--- src/rtl/alu_exec_unit_if.sv ---
// Bundles the execute-stage operand inputs and the registered result outputs.
// slave: the execute unit. master: whoever drives operands and consumes results.
interface alu_exec_unit_if #(
    parameter int WIDTH = 64
);
    logic             in_valid;
    logic [1:0]       alu_op;
    logic [10:0]      opcode;
    logic [WIDTH-1:0] operand_a;
    logic [WIDTH-1:0] operand_b;
    logic [WIDTH-1:0] pc;
    logic [WIDTH-1:0] imm_ext;

    logic             out_valid;
    logic [3:0]       alu_ctl;
    logic [WIDTH-1:0] result;
    logic             zero;
    logic             carry;
    logic             overflow;
    logic [WIDTH-1:0] pc_plus4;
    logic [WIDTH-1:0] branch_target;

    modport master (
        output in_valid, alu_op, opcode, operand_a, operand_b, pc, imm_ext,
        input  out_valid, alu_ctl, result, zero, carry, overflow, pc_plus4, branch_target
    );

    modport slave (
        input  in_valid, alu_op, opcode, operand_a, operand_b, pc, imm_ext,
        output out_valid, alu_ctl, result, zero, carry, overflow, pc_plus4, branch_target
    );
endinterface

--- src/rtl/alu_exec_unit.sv ---
// Execute stage: ALU-control decode, ALU with zero/carry/overflow flags and the
// two PC adders. Every output is registered; data outputs hold when in_valid is low.
module alu_exec_unit #(
    parameter int WIDTH   = 64,
    parameter int PC_STEP = 4
) (
    input  logic           clk,
    input  logic           reset,
    alu_exec_unit_if.slave io
);
    localparam logic [3:0] CTL_AND  = 4'b0000;
    localparam logic [3:0] CTL_ORR  = 4'b0001;
    localparam logic [3:0] CTL_ADD  = 4'b0010;
    localparam logic [3:0] CTL_SUB  = 4'b0110;
    localparam logic [3:0] CTL_PASS = 4'b0111;
    localparam logic [3:0] CTL_NOR  = 4'b1100;

    localparam logic [10:0] OPC_ADD = 11'b10001011000;
    localparam logic [10:0] OPC_SUB = 11'b11001011000;
    localparam logic [10:0] OPC_AND = 11'b10001010000;
    localparam logic [10:0] OPC_ORR = 11'b10101010000;

    logic             out_valid_q, out_valid_d;
    logic [3:0]       alu_ctl_q, alu_ctl_d;
    logic [WIDTH-1:0] result_q, result_d;
    logic             zero_q, zero_d;
    logic             carry_q, carry_d;
    logic             overflow_q, overflow_d;
    logic [WIDTH-1:0] pc_plus4_q, pc_plus4_d;
    logic [WIDTH-1:0] branch_target_q, branch_target_d;

    logic [3:0]       ctl_c;
    logic [WIDTH-1:0] res_c;
    logic             carry_c;
    logic             ovf_c;
    logic [WIDTH:0]   add_sum;
    logic [WIDTH:0]   sub_sum;
    logic             a_msb, b_msb;

    always_comb begin
        ctl_c = CTL_ADD;
        case (io.alu_op)
            2'b01:   ctl_c = CTL_PASS;
            2'b10: begin
                case (io.opcode)
                    OPC_ADD: ctl_c = CTL_ADD;
                    OPC_SUB: ctl_c = CTL_SUB;
                    OPC_AND: ctl_c = CTL_AND;
                    OPC_ORR: ctl_c = CTL_ORR;
                    default: ctl_c = CTL_ADD;
                endcase
            end
            default: ctl_c = CTL_ADD;
        endcase
    end

    // Subtract as a + ~b + 1 so carry-out reads as "no borrow".
    assign add_sum = {1'b0, io.operand_a} + {1'b0, io.operand_b};
    assign sub_sum = {1'b0, io.operand_a} + {1'b0, ~io.operand_b} + {{WIDTH{1'b0}}, 1'b1};
    assign a_msb   = io.operand_a[WIDTH-1];
    assign b_msb   = io.operand_b[WIDTH-1];

    always_comb begin
        res_c   = '0;
        carry_c = 1'b0;
        ovf_c   = 1'b0;
        case (ctl_c)
            CTL_AND:  res_c = io.operand_a & io.operand_b;
            CTL_ORR:  res_c = io.operand_a | io.operand_b;
            CTL_ADD: begin
                res_c   = add_sum[WIDTH-1:0];
                carry_c = add_sum[WIDTH];
                ovf_c   = (a_msb == b_msb) && (add_sum[WIDTH-1] != a_msb);
            end
            CTL_SUB: begin
                res_c   = sub_sum[WIDTH-1:0];
                carry_c = sub_sum[WIDTH];
                ovf_c   = (a_msb != b_msb) && (sub_sum[WIDTH-1] != a_msb);
            end
            CTL_PASS: res_c = io.operand_b;
            CTL_NOR:  res_c = ~(io.operand_a | io.operand_b);
            default:  res_c = '0;
        endcase
    end

    always_comb begin
        out_valid_d     = io.in_valid;
        alu_ctl_d       = alu_ctl_q;
        result_d        = result_q;
        zero_d          = zero_q;
        carry_d         = carry_q;
        overflow_d      = overflow_q;
        pc_plus4_d      = pc_plus4_q;
        branch_target_d = branch_target_q;
        if (io.in_valid) begin
            alu_ctl_d       = ctl_c;
            result_d        = res_c;
            zero_d          = (res_c == '0);
            carry_d         = carry_c;
            overflow_d      = ovf_c;
            pc_plus4_d      = io.pc + WIDTH'(PC_STEP);
            branch_target_d = io.pc + (io.imm_ext << 2);
        end
    end

    always_ff @(posedge clk) begin
        if (reset) begin
            out_valid_q     <= 1'b0;
            alu_ctl_q       <= '0;
            result_q        <= '0;
            zero_q          <= 1'b0;
            carry_q         <= 1'b0;
            overflow_q      <= 1'b0;
            pc_plus4_q      <= '0;
            branch_target_q <= '0;
        end else begin
            out_valid_q     <= out_valid_d;
            alu_ctl_q       <= alu_ctl_d;
            result_q        <= result_d;
            zero_q          <= zero_d;
            carry_q         <= carry_d;
            overflow_q      <= overflow_d;
            pc_plus4_q      <= pc_plus4_d;
            branch_target_q <= branch_target_d;
        end
    end

    assign io.out_valid     = out_valid_q;
    assign io.alu_ctl       = alu_ctl_q;
    assign io.result        = result_q;
    assign io.zero          = zero_q;
    assign io.carry         = carry_q;
    assign io.overflow      = overflow_q;
    assign io.pc_plus4      = pc_plus4_q;
    assign io.branch_target = branch_target_q;
endmodule

--- src/flat_wrapper.sv ---
// flat-port wrapper written by rule: the top's interface ports become plain ports
module alu_exec_unit_flat 
#(
    parameter int WIDTH   = 64,
    parameter int PC_STEP = 4
)
  (clk, reset, io_in_valid, io_alu_op, io_opcode, io_operand_a, io_operand_b, io_pc, io_imm_ext, io_out_valid, io_alu_ctl, io_result, io_zero, io_carry, io_overflow, io_pc_plus4, io_branch_target);
  alu_exec_unit_if #(.WIDTH(WIDTH)) io_i ();
  input  logic clk;
  input  logic reset;
  input wire logic [$bits(io_i.in_valid)-1:0] io_in_valid;
  input wire logic [$bits(io_i.alu_op)-1:0] io_alu_op;
  input wire logic [$bits(io_i.opcode)-1:0] io_opcode;
  input wire logic [$bits(io_i.operand_a)-1:0] io_operand_a;
  input wire logic [$bits(io_i.operand_b)-1:0] io_operand_b;
  input wire logic [$bits(io_i.pc)-1:0] io_pc;
  input wire logic [$bits(io_i.imm_ext)-1:0] io_imm_ext;
  output wire logic [$bits(io_i.out_valid)-1:0] io_out_valid;
  output wire logic [$bits(io_i.alu_ctl)-1:0] io_alu_ctl;
  output wire logic [$bits(io_i.result)-1:0] io_result;
  output wire logic [$bits(io_i.zero)-1:0] io_zero;
  output wire logic [$bits(io_i.carry)-1:0] io_carry;
  output wire logic [$bits(io_i.overflow)-1:0] io_overflow;
  output wire logic [$bits(io_i.pc_plus4)-1:0] io_pc_plus4;
  output wire logic [$bits(io_i.branch_target)-1:0] io_branch_target;
  assign io_i.in_valid = io_in_valid;
  assign io_i.alu_op = io_alu_op;
  assign io_i.opcode = io_opcode;
  assign io_i.operand_a = io_operand_a;
  assign io_i.operand_b = io_operand_b;
  assign io_i.pc = io_pc;
  assign io_i.imm_ext = io_imm_ext;
  assign io_out_valid = io_i.out_valid;
  assign io_alu_ctl = io_i.alu_ctl;
  assign io_result = io_i.result;
  assign io_zero = io_i.zero;
  assign io_carry = io_i.carry;
  assign io_overflow = io_i.overflow;
  assign io_pc_plus4 = io_i.pc_plus4;
  assign io_branch_target = io_i.branch_target;
  alu_exec_unit #(.WIDTH(WIDTH), .PC_STEP(PC_STEP)) u_core (.clk(clk), .reset(reset), .io(io_i));
endmodule
--- config.mk ---
export PLATFORM = sky130hd
export DESIGN_NAME = alu_exec_unit_flat
export DESIGN_NICKNAME = d
export VERILOG_FILES = /design/src/rtl/alu_exec_unit_if.sv /design/src/rtl/alu_exec_unit.sv /design/src/flat_wrapper.sv
export SDC_FILE = /design/constraint.sdc
export NUM_CORES = 1
export LEC_CHECK = 0
export BUFFER_PORTS_ARGS = -buffer_cell sky130_fd_sc_hd__buf_2
export CORE_ASPECT_RATIO = 0.8
export CORE_MARGIN = 2
export CORE_UTILIZATION = 58
export DETAILED_ROUTE_END_ITERATION = 7
export GPL_TIMING_DRIVEN = 0
export PLACE_DENSITY = 0.84
export SLEW_MARGIN = 10
export SYNTH_ARGS = -nofsm -noshare
export SYNTH_HDL_FRONTEND = slang
export SYNTH_SLANG_ARGS = --single-unit
--- constraint.sdc ---
create_clock -name clk -period 4.2 [get_ports clk]
set_clock_uncertainty 0.1 [all_clocks]
set_input_delay 0 -clock clk [delete_from_list [all_inputs] [get_ports clk]]
set_output_delay 0 -clock clk [all_outputs]
set_load 0.05 [all_outputs]
==> summary.txt, run 1 <==
Synthesis
  • Post-synth ARST share: 0%
  • Number of synthesized register bits: 197
  • YS warnings: 0
  • Distinct cells, synth: 97
  • Prevailing post-synth register cell: dfxtp_1
  • Mean area per synthesized cell: about 7.2 µm²
  • Seq/Total Area, Yosys: 16.9%
  • Post-Synthesis Cell Area: 23,400 µm²
  • Syn_nets: 3,806
  • Syn Inst Count: 3,263
  • EDFF count, synth: 0

Clock tree
  • H-tree Lvls: 4
  • CTS root buf: clkbuf_16
  • Num CTS Buffers: 17
  • Clk buf depth: 2
  • Clock Sinks: 197

Timing
  • Kind of the worst endpoint: register input
  • Worst_ep grt: u_core.io.zero$_SDFFE_PP0P_/D

Floorplan
  • Die Span X: about 230 µm
  • I/O Pins: 472
  • Initial core utilization: 59.0%
  • Die height: 184 µm
  • Row count: 65

Placement
  • Placed Cells: 4,266
  • Global placement routability congestion: 1.13
  • DP Wirelength: 96,100 µm
  • Pre-CTS WS: -2.52 ns
  • Number of port buffers: 466

Status
  • Status: stopped before the end
  • Log Error: [ERROR GRT-0232] Routing congestion too high. Check the congestion heatmap in the GUI.
  • Last stage reached: global routing (5_1_grt)

Global routing
  • Largest net degree at the start of global routing: 21
  • Total grt overflow: 59
  • GR Util All Layers: 67.3%
## per-layer routing
metal  overflow  track usage (%)
met5          0             12.5
met4         36             55.7
met3          1             48.9
met2         21             84.0
met1          1             74.4
## per-stage QoR
step           area (µm²)  utilization [%]  hold WS, ns  TNS [ns]
4_1_cts             28500             72.0     0.000811         0
3_5_place_dp        26400             66.7        0.153    -55.17
3_3_place_gp        26400             66.6        0.138    -53.10
2_1_floorplan       23400                -     0.000558         0
## cell families after synthesis
kind of cell	count (synthesis)	synth area share, %
compound gates	1126	32.3
mux	74	3.19
flops	197	16.9
buf+inv	413	6.83
xor+xnor	130	4.87
other cells	1	0.0160
fa+ha+maj	271	14.6
simple gates	1051	21.3
## cell usage after synthesis (16+ instances only)
cell / instances / share of area (%)
nor2_1: 394 / 6.3
a21oi_1: 314 / 6.7
ha_1: 268 / 14
nand2_1: 234 / 3.8
inv_1: 223 / 3.6
dfxtp_1: 197 / 17
o21ai_0: 183 / 3.9
clkbuf_1: 150 / 2.4
a211oi_1: 137 / 4.4
xor2_1: 70 / 2.6
mux2i_1: 69 / 3.0
nand3_1: 69 / 1.5
nand4_1: 63 / 1.7
xnor2_1: 60 / 2.2
a21o_1: 58 / 1.9
nor3_1: 55 / 1.2
nor4_1: 49 / 1.3
o21bai_1: 44 / 1.4
o31ai_1: 44 / 1.4
o211ai_1: 36 / 1.2
a221oi_1: 32 / 1.2
o21a_1: 32 / 1.0
nand2b_1: 30 / 0.80
a31oi_1: 27 / 0.72
a221o_1: 24 / 1.0
and3_1: 24 / 0.64
nor2b_1: 24 / 0.64
or3_1: 22 / 0.59
a311oi_1: 19 / 0.71
and2_1: 19 / 0.51
buf_1: 16 / 0.26
o221ai_1: 16 / 0.60
## repair_timing
| action | 4_1_cts |
|---|---|
| endpoints found under the hold margin | 85 |
| pin swaps | 6 |
| gates resized for setup | 89 |
| hold buffers | 113 |
| endpoints found under the setup margin | 36 |
| setup buffers | 8 |
==> inputs of run 2 (changes only) <==
- CORE_ASPECT_RATIO: 0.8 -> unset
- CORE_UTILIZATION: 58 -> 40
- PLACE_DENSITY: 0.84 -> unset
- PLACE_DENSITY_LB_ADDON: unset -> 0.15
==> summary.txt, run 2 <==
Placement
  • Global placement routability congestion: 1.03 (was 1.13)
  • Placed Cells: 4,495 (was 4,266)
  • Pre-CTS WS: -2.51 ns (was -2.52 ns)
  • Number of port buffers: 466 (unchanged)
  • Placed Instance Area: 26,700 µm² (was 26,400 µm²)
  • DP Wirelength: 101,000 µm (was 96,100 µm)

Route
  • Drt total wl: approximately 130,000 µm
  • Post-DRT Antenna Nets: 0
  • Vias per cell: 6.23
  • WL/cell: 26.9 µm
  • Detail Route met2 WL: 53,500 µm
  • DRT Pass-1 Iters: 6
  • Uppermost layer routed: met5
  • # DRC: 0
  • Drt first-iter violations: 3,234
  • Met3 WL: 12,200 µm
  • Post-Route M1 WL: 51,900 µm
  • Vias: slightly below 30k

Synthesis
  • YS warnings: 0 (unchanged)
  • Prevailing post-synth register cell: dfxtp_1 (unchanged)
  • Seq/Total Area, Yosys: 16.9% (unchanged)
  • Most frequent cell after synthesis: nor2_1 (unchanged)
  • Post-synth ARST share: 0% (unchanged)
  • Yosys top cell area share: 16.9% (unchanged)
  • Mean area per synthesized cell: 7.17 µm² (unchanged)
  • Post-Synthesis Cell Area: 23,400 µm² (unchanged)
  • Distinct cells, synth: 97 (unchanged)
  • Syn Inst Count: 3,263 (unchanged)
  • Number of synthesized register bits: 197 (unchanged)
  • Top cells by area, synth: dfxtp_1, ha_1, a21oi_1 (unchanged)
  • Syn_nets: 3,806 (unchanged)
  • EDFF count, synth: 0 (unchanged)
  • Post-synth top cells: nor2_1, a21oi_1, ha_1 (unchanged)
  • Yosys top cell by area: dfxtp_1 (unchanged)

Timing
  • Worst Hold Margin: -0.00320 ns
  • Worst-margin pin slew: 1.24 ns
  • Setup Viol. Count Final: 1
  • Post-route setup slack: -0.0695 ns
  • Unrepaired setup endpoints after global routing: true
  • Final Cycle Share: 102%
  • Achievable Freq: 234 MHz
  • Slew Viols, Final: 0
  • Final number of hold-violating endpoints: 1
  • Fin crit period: 4.27 ns
  • Slew HR: 16.5%

Power
  • Total chip power: 8.39 mW
  • P_leak: 13.0 nW
  • VDD IR-drop max: ~0.00034 V
  • PwrDens: 289 nW/µm²

Critical path
  • Crit Path Class: input pin to flop
  • WP data arrival: 4.57 ns
  • Reg2Reg Setup Slack: 2.71 ns
  • CP endpoint kind: flop
  • CP startpoint kind: input pin
  • Crit Path Max Fanout: 10
  • Worst Path Required: roughly 4.5 ns

Global routing
  • Wire length of the first global-routing pass: roughly 180,000 µm
  • Largest net degree at the start of global routing: 19
  • Total grt overflow: 0
  • GR Util All Layers: 39.9%
  • Vias in the first global route: 27.1k
  • Antenna violations before repair: 10

Cells and area
  • Final core utilization: 50.4%
  • Share of cells above drive strength 1: 17.7%
  • Fin area: 29,100 µm²
  • Commonest non-fill, non-tap cells in the layout: buf_2, nor2_1, a21oi_1
  • Final cell count without fillers: 4,661
  • P&R area growth vs syn: 24.4%
  • Final Net Count: 4,421
  • Commonest non-fill, non-tap cell in the layout: buf_2

Clock tree
  • Clk_lat worst skew: 0.47 ns
  • Clock transition at path regs: roughly 0.080 ns
  • Clock Sinks: 197 (unchanged)
  • Num CTS Buffers: 17 (unchanged)
  • H-tree Lvls: 4 (unchanged)
  • CTS tree: done
  • CTS root buf: clkbuf_16 (unchanged)
  • Clk buf depth: 2 (unchanged)

Floorplan
  • Die height: 246 µm (was 184 µm)
  • Initial core utilization: 40.5% (was 59.0%)
  • Row count: 88 (was 65)
  • Die Span X: 246 µm (was 228 µm)
  • Core Box Area: 57,700 µm²
  • I/O Pins: 472 (unchanged)
  • Die Area: 60,400 µm²

Status
  • Status: finished, violations left (was stopped before the end)
  • Failing checks: hold timing, setup timing

Worst hold path
  • Worst hold-check path type: input pin to flop

Run
  • Max-cap viol count: 0
==> run 2: metrics by stage <==
stage          setup TNS, ns  hold slack, ns
6_report             -0.0695        -0.00320
3_5_place_dp          -63.91           0.151
5_1_grt               -0.108          0.0393
3_3_place_gp          -65.83           0.142
4_1_cts                    0        0.000394
2_1_floorplan              0        0.000558
==> run 2: final timing paths <==
kind	endpoint	depth (start not counted)	from
worst max-delay path	u_core.io.zero	16	io_alu_op[0]
worst min-delay path	u_core.io.result[0]	3	io_operand_b[0]
worst max register to register	u_core.io.pc_plus4[11]	3	u_core.io.pc_plus4[11]
worst min register to register	u_core.io.branch_target[6]	2	u_core.io.branch_target[6]
==> run 2: cell type report <==
cell class | count | area (µm²)
Antenna cell | 5 | 12.5
Buffer | 185 | 826
Clock buffer | 18 | 429
Clock inverter | 14 | 120
Fill cell | 6061 | 28600
Inverter | 227 | 856
Multi-Input combinational cell | 2653 | 18300
Sequential cell | 197 | 3940
Tap cell | 765 | 957
Timing Repair Buffer | 597 | 3610
==> run 2: timing repair <==
action / in CTS / in global routing
gates resized for setup: 91 / 71
hold endpoints to repair: 81 / 0
setup endpoints to repair: 37 / 14
cloned: 0 / 0
pin swaps: 9 / 9
hold buffers: 116 / 0
setup buffers: 12 / 2
==> run 2: logic make-up after synthesis <==
family          share of synthesized area, %
mux                                     3.19
xor+xnor                                4.87
fa+ha+maj                               14.6
flops                                   16.9
simple gates                            21.3
buf+inv                                 6.83
other cells                           0.0160
compound gates                          32.3
==> run 2: per-layer routing <==
layer	up-vias	GRT usage (%)
li1	13200	-
met1	13800	52.1
met2	1599	61.0
met3	358	8.68
met4	10	21.3
met5	-	0
==> run 2: worst max-delay path: stages <==
cell	delay, ns
buf_2	0.12
inv_1	0.05
ha_1	0.33
clkbuf_2	0.30
nor3_1	0.12
a41oi_2	0.57
clkbuf_4	0.52
clkbuf_2	0.48
a211oi_1	0.11
a221oi_1	0.21
o21ai_0	0.16
a211oi_1	0.58
nand3_1	0.30
nor4b_1	0.38
nand4_1	0.16
o21ai_1	0.15
==> run 2: report_power, final <==
| group | leakage, nW | switching (mW) | internal, mW |
|---|---|---|---|
| Combinational | 11.1 | 3.16 | 1.41 |
| Sequential | 1.63 | 0.132 | 2.05 |
| Clock | 0.264 | 0.875 | 0.775 |
| Total | 13.0 | 4.17 | 4.23 |
(Power assumes the default switching activity.)
